## src/rtl/sequencia_pkg.sv

```systemverilog
// -----------------------------------------------------------------------------
// sequencia_pkg
// Shared definitions for the parametrised sequence game.
//   estado_t : FSM state encoding. The numeric codes are visible on db_estado,
//              so the board's hexa7seg decoder shows them directly.
//   addr_w() : address width for a given number of words. It never returns 0,
//              so a one-word ROM still gets a 1-bit address.
// -----------------------------------------------------------------------------
package sequencia_pkg;

  typedef enum logic [3:0] {
    INICIAL      = 4'h0,
    PREPARACAO   = 4'h1,
    ESPERA       = 4'h2,
    REGISTRA     = 4'h4,
    COMPARA      = 4'h5,
    PROXIMO      = 4'h6,
    ESPERA_SOLTA = 4'h7,
    FIM_ACERTO   = 4'hA,
    FIM_TIMEOUT  = 4'hD,
    FIM_ERRO     = 4'hE
  } estado_t;

  function automatic int addr_w(input int depth);
    return (depth <= 1) ? 1 : $clog2(depth);
  endfunction

endpackage

```

## src/rtl/rom_sequencia_param.sv

```systemverilog
// -----------------------------------------------------------------------------
// rom_sequencia_param
// Asynchronous-read ROM that holds the expected sequence of plays.
// Contents: word[k] = 1 << (k mod DATA_W), which gives a walking one
// (0001, 0010, 0100, 1000, 0001, ... for DATA_W = 4).
// Ports:
//   addr  in  ADDR_W  word address
//   data  out DATA_W  word at addr (0 for addresses beyond DEPTH-1)
// -----------------------------------------------------------------------------
module rom_sequencia_param
  import sequencia_pkg::*;
#(
  parameter int DATA_W = 4,
  parameter int DEPTH  = 16,
  localparam int ADDR_W = addr_w(DEPTH)
) (
  input  logic [ADDR_W-1:0] addr,
  output logic [DATA_W-1:0] data
);

  logic [DATA_W-1:0] rom [DEPTH];

  for (genvar k = 0; k < DEPTH; k++) begin : g_word
    assign rom[k] = DATA_W'(1) << (k % DATA_W);
  end

  // When DEPTH is not a power of two, some addresses have no word behind them.
  always_comb begin
    data = '0;
    if (32'(addr) < DEPTH) data = rom[addr];
  end

endmodule

```

## src/rtl/circuito_sequencia_param.sv

```systemverilog
// -----------------------------------------------------------------------------
// circuito_sequencia_param
// Sequence-memory game. Each press on chaves is registered as one play and
// compared with the current ROM word. A mismatch ends the round. The round
// also ends after N_JOGADAS correct plays.
//
// Optional feature: define TIMEOUT_EN to add an idle timer in ESPERA. The
// round ends in FIM_TIMEOUT after TIMEOUT_CYCLES cycles with no play.
//
// Ports:
//   clock        in   1       rising-edge clock
//   reset        in   1       asynchronous, active-low
//   iniciar      in   1       start/restart (used only in INICIAL and FIM_*)
//   chaves       in   DATA_W  player input; a non-zero value is a play
//   pronto       out  1       round finished
//   acertou      out  1       round finished with all plays correct
//   errou        out  1       round finished by mismatch or timeout
//   timeout      out  1       round finished by timeout (0 without TIMEOUT_EN)
//   db_igual     out  1       registered compare result of the last play
//   db_iniciar   out  1       copy of iniciar
//   db_contagem  out  ADDR_W  current ROM address
//   db_memoria   out  DATA_W  ROM word at db_contagem
//   db_jogada    out  DATA_W  registered play
//   db_estado    out  4       FSM state code
//
// Handshake: there is no valid/ready pair. A play is "valid" while chaves is
// non-zero and is consumed once. ESPERA_SOLTA waits for chaves to return to
// zero, so a held press cannot be counted twice.
// -----------------------------------------------------------------------------
module circuito_sequencia_param
  import sequencia_pkg::*;
#(
  parameter int DATA_W         = 4,
  parameter int DEPTH          = 16,
  parameter int N_JOGADAS      = 16,
  parameter int TIMEOUT_CYCLES = 5000,
  localparam int ADDR_W = addr_w(DEPTH)
) (
  input  logic              clock,
  input  logic              reset,
  input  logic              iniciar,
  input  logic [DATA_W-1:0] chaves,
  output logic              pronto,
  output logic              acertou,
  output logic              errou,
  output logic              timeout,
  output logic              db_igual,
  output logic              db_iniciar,
  output logic [ADDR_W-1:0] db_contagem,
  output logic [DATA_W-1:0] db_memoria,
  output logic [DATA_W-1:0] db_jogada,
  output logic [3:0]        db_estado
);

  // The address counter has no wrap logic. It relies on this bound to stay
  // inside the ROM.
  if (N_JOGADAS < 1 || N_JOGADAS > DEPTH) begin : g_bad_jogadas
    $error("N_JOGADAS must be in 1..DEPTH");
  end
  if (TIMEOUT_CYCLES < 1) begin : g_bad_timeout
    $error("TIMEOUT_CYCLES must be at least 1");
  end

  estado_t           estado, prox_estado;
  logic [ADDR_W-1:0] endereco;
  logic [DATA_W-1:0] jogada;
  logic              igual;
  logic [DATA_W-1:0] memoria;
  logic              jogada_presente;
  logic              ultimo;
  logic              expirou;

  rom_sequencia_param #(
    .DATA_W (DATA_W),
    .DEPTH  (DEPTH)
  ) u_rom (
    .addr (endereco),
    .data (memoria)
  );

  assign jogada_presente = (chaves != '0);
  assign ultimo          = (endereco == ADDR_W'(N_JOGADAS - 1));

`ifdef TIMEOUT_EN
  localparam int TIMER_W = addr_w(TIMEOUT_CYCLES);
  logic [TIMER_W-1:0] timer;

  // The timer runs only in ESPERA. Any other state clears it, PREPARACAO
  // included.
  always_ff @(posedge clock or negedge reset) begin
    if (!reset)                timer <= '0;
    else if (estado == ESPERA) timer <= timer + TIMER_W'(1);
    else                       timer <= '0;
  end

  assign expirou = (timer == TIMER_W'(TIMEOUT_CYCLES - 1));
`else
  assign expirou = 1'b0;
`endif

  // State register
  always_ff @(posedge clock or negedge reset) begin
    if (!reset) estado <= INICIAL;
    else        estado <= prox_estado;
  end

  // Next-state logic. In ESPERA, a play takes priority over timer expiry.
  always_comb begin
    prox_estado = estado;
    case (estado)
      INICIAL:      if (iniciar) prox_estado = PREPARACAO;
      PREPARACAO:   prox_estado = ESPERA;
      ESPERA: begin
        if (jogada_presente) prox_estado = REGISTRA;
        else if (expirou)    prox_estado = FIM_TIMEOUT;
      end
      REGISTRA:     prox_estado = COMPARA;
      COMPARA: begin
        if (jogada != memoria) prox_estado = FIM_ERRO;
        else if (ultimo)       prox_estado = FIM_ACERTO;
        else                   prox_estado = PROXIMO;
      end
      PROXIMO:      prox_estado = ESPERA_SOLTA;
      ESPERA_SOLTA: if (!jogada_presente) prox_estado = ESPERA;
      FIM_ACERTO, FIM_ERRO, FIM_TIMEOUT:
                    if (iniciar) prox_estado = PREPARACAO;
      default:      prox_estado = INICIAL;
    endcase
  end

  // Datapath registers, steered directly by the current state.
  always_ff @(posedge clock or negedge reset) begin
    if (!reset) begin
      endereco <= '0;
      jogada   <= '0;
      igual    <= 1'b0;
    end else begin
      case (estado)
        PREPARACAO: begin
          endereco <= '0;
          jogada   <= '0;
          igual    <= 1'b0;
        end
        REGISTRA: jogada   <= chaves;
        COMPARA:  igual    <= (jogada == memoria);
        PROXIMO:  endereco <= endereco + ADDR_W'(1);
        default:  ;
      endcase
    end
  end

  // Moore flags, decoded from the registered state only.
  always_comb begin
    pronto  = 1'b0;
    acertou = 1'b0;
    errou   = 1'b0;
    timeout = 1'b0;
    case (estado)
      FIM_ACERTO: begin
        pronto  = 1'b1;
        acertou = 1'b1;
      end
      FIM_ERRO: begin
        pronto = 1'b1;
        errou  = 1'b1;
      end
`ifdef TIMEOUT_EN
      FIM_TIMEOUT: begin
        pronto  = 1'b1;
        errou   = 1'b1;
        timeout = 1'b1;
      end
`endif
      default: ;
    endcase
  end

  assign db_igual    = igual;
  assign db_iniciar  = iniciar;
  assign db_contagem = endereco;
  assign db_memoria  = memoria;
  assign db_jogada   = jogada;
  assign db_estado   = estado;

endmodule

```

## config.mk

```make
export PLATFORM = sky130hd
export DESIGN_NAME = circuito_sequencia_param
export DESIGN_NICKNAME = d
export VERILOG_FILES = /design/src/rtl/sequencia_pkg.sv /design/src/rtl/rom_sequencia_param.sv /design/src/rtl/circuito_sequencia_param.sv
export SDC_FILE = /design/constraint.sdc
export NUM_CORES = 1
export LEC_CHECK = 0
export ABC_AREA = 1
export CORE_MARGIN = 8
export CORE_UTILIZATION = 45
export CTS_CLUSTER_SIZE = 16
export DETAILED_ROUTE_END_ITERATION = 16
export GPL_ROUTABILITY_DRIVEN = 0
export PLACE_DENSITY = 0.87
export SLEW_MARGIN = 40
export SYNTH_ARGS = -nofsm -noshare
export SYNTH_HDL_FRONTEND = slang
export SYNTH_SLANG_ARGS = --single-unit
```

## constraint.sdc

```tcl
create_clock -name clock -period 1.5 [get_ports clock]
set_clock_uncertainty 0.1 [all_clocks]
set_input_delay 0.375 -clock clock [delete_from_list [all_inputs] [get_ports clock]]
set_output_delay 0.375 -clock clock [all_outputs]
set_load 0.05 [all_outputs]
```

==> results of run 1 <==
metrics by stage:
stage               utilization (%)  instances
floorplan                         -        124
global placement               82.4        187
detailed placement             82.4        187
CTS                            91.1        204
cell families after synthesis:
kind of cell / synth area share (%)
other: 0.422
buffers and inverters: 11.8
DFF: 36.6
adders and majority gates: 5.63
and+or+nand+nor: 34.0
AOI/OAI and AO/OA: 11.5
what timing repair did:
action | in CTS
hold endpoints to repair | 0
pin swaps | 5
resized for setup | 14
setup endpoints to repair | 15
gates cloned | 0
buffers inserted | 13
==> results.md, run 1 <==
Die:
- Pin placement for this block handled 29 I/O pins.
- The initialized floorplan defines 16 standard-cell rows.
- The starting density of the core is between 40% and 50%.
- In this run the horizontal extent of the chip is approximately 60 um.
- Measured along the y axis, the die boundary spans just over 60 um.

Synthesis:
- The Yosys step of the flow raised 0 warnings.
- Ranked by instance count, the synthesized netlist is headed by nand2_1, inv_1, dfrtp_1.
- Of all cell types, the one taking the most synthesized area is dfrtp_1.
- In the post-synthesis netlist, the biggest area contributors are dfrtp_1, nand2_1, inv_1, ha_1, nand3_1.
- The mean post-synth cell area is between 7 and 8 um^2.
- Synthesis instantiated 24 different standard cells from the library.
- Of all flip-flops after synthesis, the portion carrying an async set or reset was between 90% and 100%.
- Counting flops with a built-in enable in the synthesized netlist gives 0.
- The number of nets in the synthesized netlist is ~140.
- The post-synthesis cell area is about 890 um^2.
- The dominant cell by count in the synthesized netlist is nand2_1.
- The gate count of the mapped netlist is 124.
- For this run, the leading register cell type out of synthesis is dfrtp_1.
- The top cell type by area accounts for a little over a third of the synthesized area.
- The share of synthesized area occupied by flip-flops and latches is between 30% and 40%.
- The number of flip-flops and latches in the synthesized netlist is 13.

Outcome:
- The first error in the log reads "[ERROR DPL-0038] Utilization greater than 100%, impossible to legalize".
- It got as far as global routing (5_1_grt) and failed there.
- The flow did not finish.

Place:
- The placed instances occupy a cell area of 1580 um^2.
- The HPWL after detailed placement is approximately 2300 um.
- The count of buffers from port buffering is 27.
- The setup slack after placement is -0.140 ns.

CTS:
- The level count of the clock H-tree is 1.
- The cts-stage hold buffer count is 0.
- The total number of clock tree sinks is 13.
- The cell sitting at the root of the clock tree is a clkbuf_4.
- The clock passes through at most 2 buffers.
- TritonCTS created 3 clock buffers.

Timing:
- The worst endpoint from the post-global-route timing repair is db_memoria[2].
- After the last repair the worst path ends at a top-level output.

Global routing:
- The pin count of the biggest net entering global routing is 14.
==> run 2, diff against run 1 <==
- CORE_AREA: not set -> 8 8 69 71
- CORE_MARGIN: 8 -> not set
- CORE_UTILIZATION: 45 -> not set
- CTS_CLUSTER_SIZE: 16 -> not set
- DIE_AREA: not set -> 0 0 77 79
- PLACE_DENSITY: 0.87 -> not set
- PLACE_DENSITY_LB_ADDON: not set -> 0.15
==> results.md, run 2 <==
Synthesis:
- The net count of the mapped netlist is 135 (unchanged).
- The mean post-synth cell area is 7.17 um^2 (unchanged).
- The synthesized design spends more area on one cell type than any other, namely dfrtp_1.
- The number of enable flip-flop cells after synthesis is 0 (unchanged).
- The number of flip-flops and latches in the synthesized netlist was 13 (unchanged).
- The top-area cell type share of the netlist area is 36.6% (unchanged).
- By area the synthesized netlist is led by dfrtp_1, nand2_1, inv_1, ha_1, nand3_1.
- The gate count of the mapped netlist is 124 (unchanged).
- The share of synthesized area occupied by flip-flops and latches came to 36.6% (unchanged).
- In the synthesized netlist, the cells that appear most often are nand2_1, inv_1, dfrtp_1.
- The fraction of synthesis flops using an asynchronous set or reset pin is 100% (unchanged).
- The unique cell type count in the Yosys netlist was 24 (unchanged).
- The number of warnings issued by yosys is 0 (unchanged).
- The post-synthesis cell area is 890 um^2 (unchanged).
- The dominant register cell in the synthesized netlist is dfrtp_1.
- nand2_1 is the most common cell in the netlist.

Global routing:
- The global route total overflow is 0.
- The number of antenna violations at the first check in global routing is 0.
- Entering global routing, the biggest net connects 14 pins.
- The global-route wire length before repair is 4500 um.
- Global routing used a little under a tenth of the available tracks.
- The via count of the first global-routing pass is 950.

Setup path:
- The critical path launch point is db_contagem[0]$_DFFE_PN0P_.
- The worst-path maximum fanout is 4.
- The slowest stage of the critical path is the dfrtp_4 cell.
- For this run, the slowest stage of the critical path takes between 0.5 and 0.6 ns.
- The critical path goes through inv_4, ha_4, buf_6, buf_12.
- The critical path contains buffers and inverters numbering 3 combined.
- The worst setup path is launched from a flop.
- Data on the critical path is required at its endpoint by around 1.0 ns.
- The worst setup path is of the reg2out kind.
- STA classifies the critical path endpoint as an output port.
- For the worst setup path, the data arrival time is between 1 and 1.5 ns.
- The cell family contributing the most delay on the critical path is flip-flops.
- The startpoint of the worst-slack reg-to-reg timing path is db_contagem[0]$_DFFE_PN0P_.

Timing:
- The final critical path takes up 114% of the cycle.
- For this run, the top clock speed supported by timing is about 0.58 GHz.
- Setup repair after global routing could not meet its margin everywhere.
- Setup total negative slack on the finished layout was measured at -1.49 ns.
- The tightest hold path in the finished design has a slack of 0.348 ns.
- The final count of hold timing violations is 0.
- Setup violations remaining at the end of the flow were counted as 14.
- The worst path in the final design needs a cycle of around 1.7 ns, including I/O delays and setup.
- The setup slack after layout is -0.210 ns.
- The final-report max-slew violation count came to 0.

Die:
- The region available for standard cell placement spans around 3800 um^2.
- The number of top-level pins is 29 (unchanged).
- The die footprint is just over 6000 um^2.
- The site row count is 23 (+7).
- The die span in x is 77 um (+27%).
- The starting density of the core was 23.4% (-23 points).
- The die extent in y is 79 um (+31%).

CTS:
- In this run the clock root is driven by a clkbuf_8.
- TritonCTS built the clock tree.
- The cts-stage hold buffer count is 0 (unchanged).
- The level count of the clock H-tree is 1 (unchanged).
- The clock transition at the registers of the reported paths is ~0.060 ns.
- The total number of clock tree sinks was 13 (unchanged).
- The number of clock buffers inserted by TritonCTS is 3 (unchanged).
- The number of buffers on the longest clock path is 2 (unchanged).
- The clock latency reported for the late side of the worst-skew pair is around 0.24 ns.

Finish:
- Summing all multi-input logic gate instances after layout gives between 600 and 700 um^2.
- The number of antenna diodes in the final layout is 0.
- The top cell types in the final layout, fill and taps aside, are nand2_1, buf_12, buf_4.
- After the flow finishes, the layout carries non-filler instances totaling between 200 and 250.
- The number of fill cells is between 300 and 400.
- The area taken by flip-flops and latches is roughly 340 um^2.
- The library cell used most frequently in the layout, excluding fill and tap cells, is nand2_1.
- The share of cells above drive strength 1 is roughly three fifths.
- The area growth from synthesis to layout is 119%.
- The final layout contains around 200 nets.

Route:
- The routed layout has between 1000 and 1500 vias.
- Once detail routing completed, the nets flagged for antenna violations numbered 0.
- The number of vias per cell is about 4.3.
- Dividing the detail-routed wire length by the instance count gives ~12 um.
- The detailed-routing iteration count for the pre-antenna-repair pass is 4.
- In the routed design, unresolved DRC markers number 0.
- The final layout contains routed wiring with a total length of approximately 2900 um.
- The detailed router finished its first iteration with 37 violations.

Outcome:
- The run finished, with violations left.
- The checks that failed: setup timing.

Place:
- The count of buffers from port buffering is 27 (unchanged).
- The detailed placer's ending HPWL is 2120 um (-8.5%).
- The setup slack after placement came to -0.139 ns (+0.000970 ns).
- The total placed cells including tap cells is 212 (+13%).

Flow run:
- The max-cap check violation count is 0.

Hold path:
- The type of the worst min-delay path is in2async.

Power:
- The worst ir drop on vdd is 949 uV.
- The total power is 4510 uW.
- In this run the power density over the cells is ~2300 nW/um^2.
- The standby leakage power is just under 0.0009 uW.
-- run 2: what timing repair did --
action,CTS,global route
endpoints found under the setup margin,15,23
resized for setup,11,31
pin swaps,13,9
setup buffers,12,8
-- run 2: kinds of logic after synthesis --
group | Yosys count | share of synthesized area (%)
flip-flops | 13 | 36.6
AND/OR/NAND/NOR | 64 | 34.0
AO/OA/AOI/OAI | 17 | 11.5
other | 1 | 0.422
buffers and inverters | 25 | 11.8
adder cells (fa/ha/maj) | 4 | 5.63
-- run 2: area by class of cell --
cell class	instances	share of cell area (%)
multi-input cells	86	31.3
repair buffers	61	40.8
well taps	50	3.21
inverters	22	5.07
clock buffers	4	2.31
flip-flops and latches	13	17.3
-- run 2: path summary, 6_finish.rpt --
| check | endpoint | slack, ns | depth (start not counted) |
|---|---|---|---|
| setup reg to reg | db_estado[2]$_DFFE_PN0P_ | -0.10 | 10 |
| setup / recovery | db_memoria[0] | -0.21 | 4 |
| hold reg to reg | db_igual$_DFFE_PN0P_ | 0.47 | 2 |
| min in group clock | db_igual$_DFFE_PN0P_ | 0.47 | 2 |
| max in group asynchronous | db_contagem[0]$_DFFE_PN0P_ | 0.76 | 2 |
| hold / removal | db_estado[2]$_DFFE_PN0P_ | 0.35 | 2 |
-- run 2: layer usage --
metal,wire (um),vias up,global-route usage [%]
met5,0,-,0
met1,1110,466,9.97
met4,46,0,4.34
li1,-,510,-
met3,171,6,2.82
met2,1550,24,16.1
-- run 2: where the power goes --
part | leakage [uW] | switching, uW | internal [uW]
sequential | 0.000164 | 194 | 504
combinational | 0.000687 | 1790 | 1710
clock | 0.0000228 | 127 | 188
total | 0.000873 | 2110 | 2400
-- run 2: stage by stage --
stage / util [%] / cell area, um^2
global placement: 42.5 / 1610
detailed placement: 42.5 / 1610
global route: 51.3 / 1950
finish: 51.3 / 1950
floorplan: - / 992
CTS: 47.3 / 1800
Note: power is estimated with default switching activity, not from simulation.
==> run 3, diff against run 2 <==
- GPL_TIMING_DRIVEN: not set -> 1
==> results of run 3 <==
The final DEF is identical to that of run 2; final timing and power are the same.
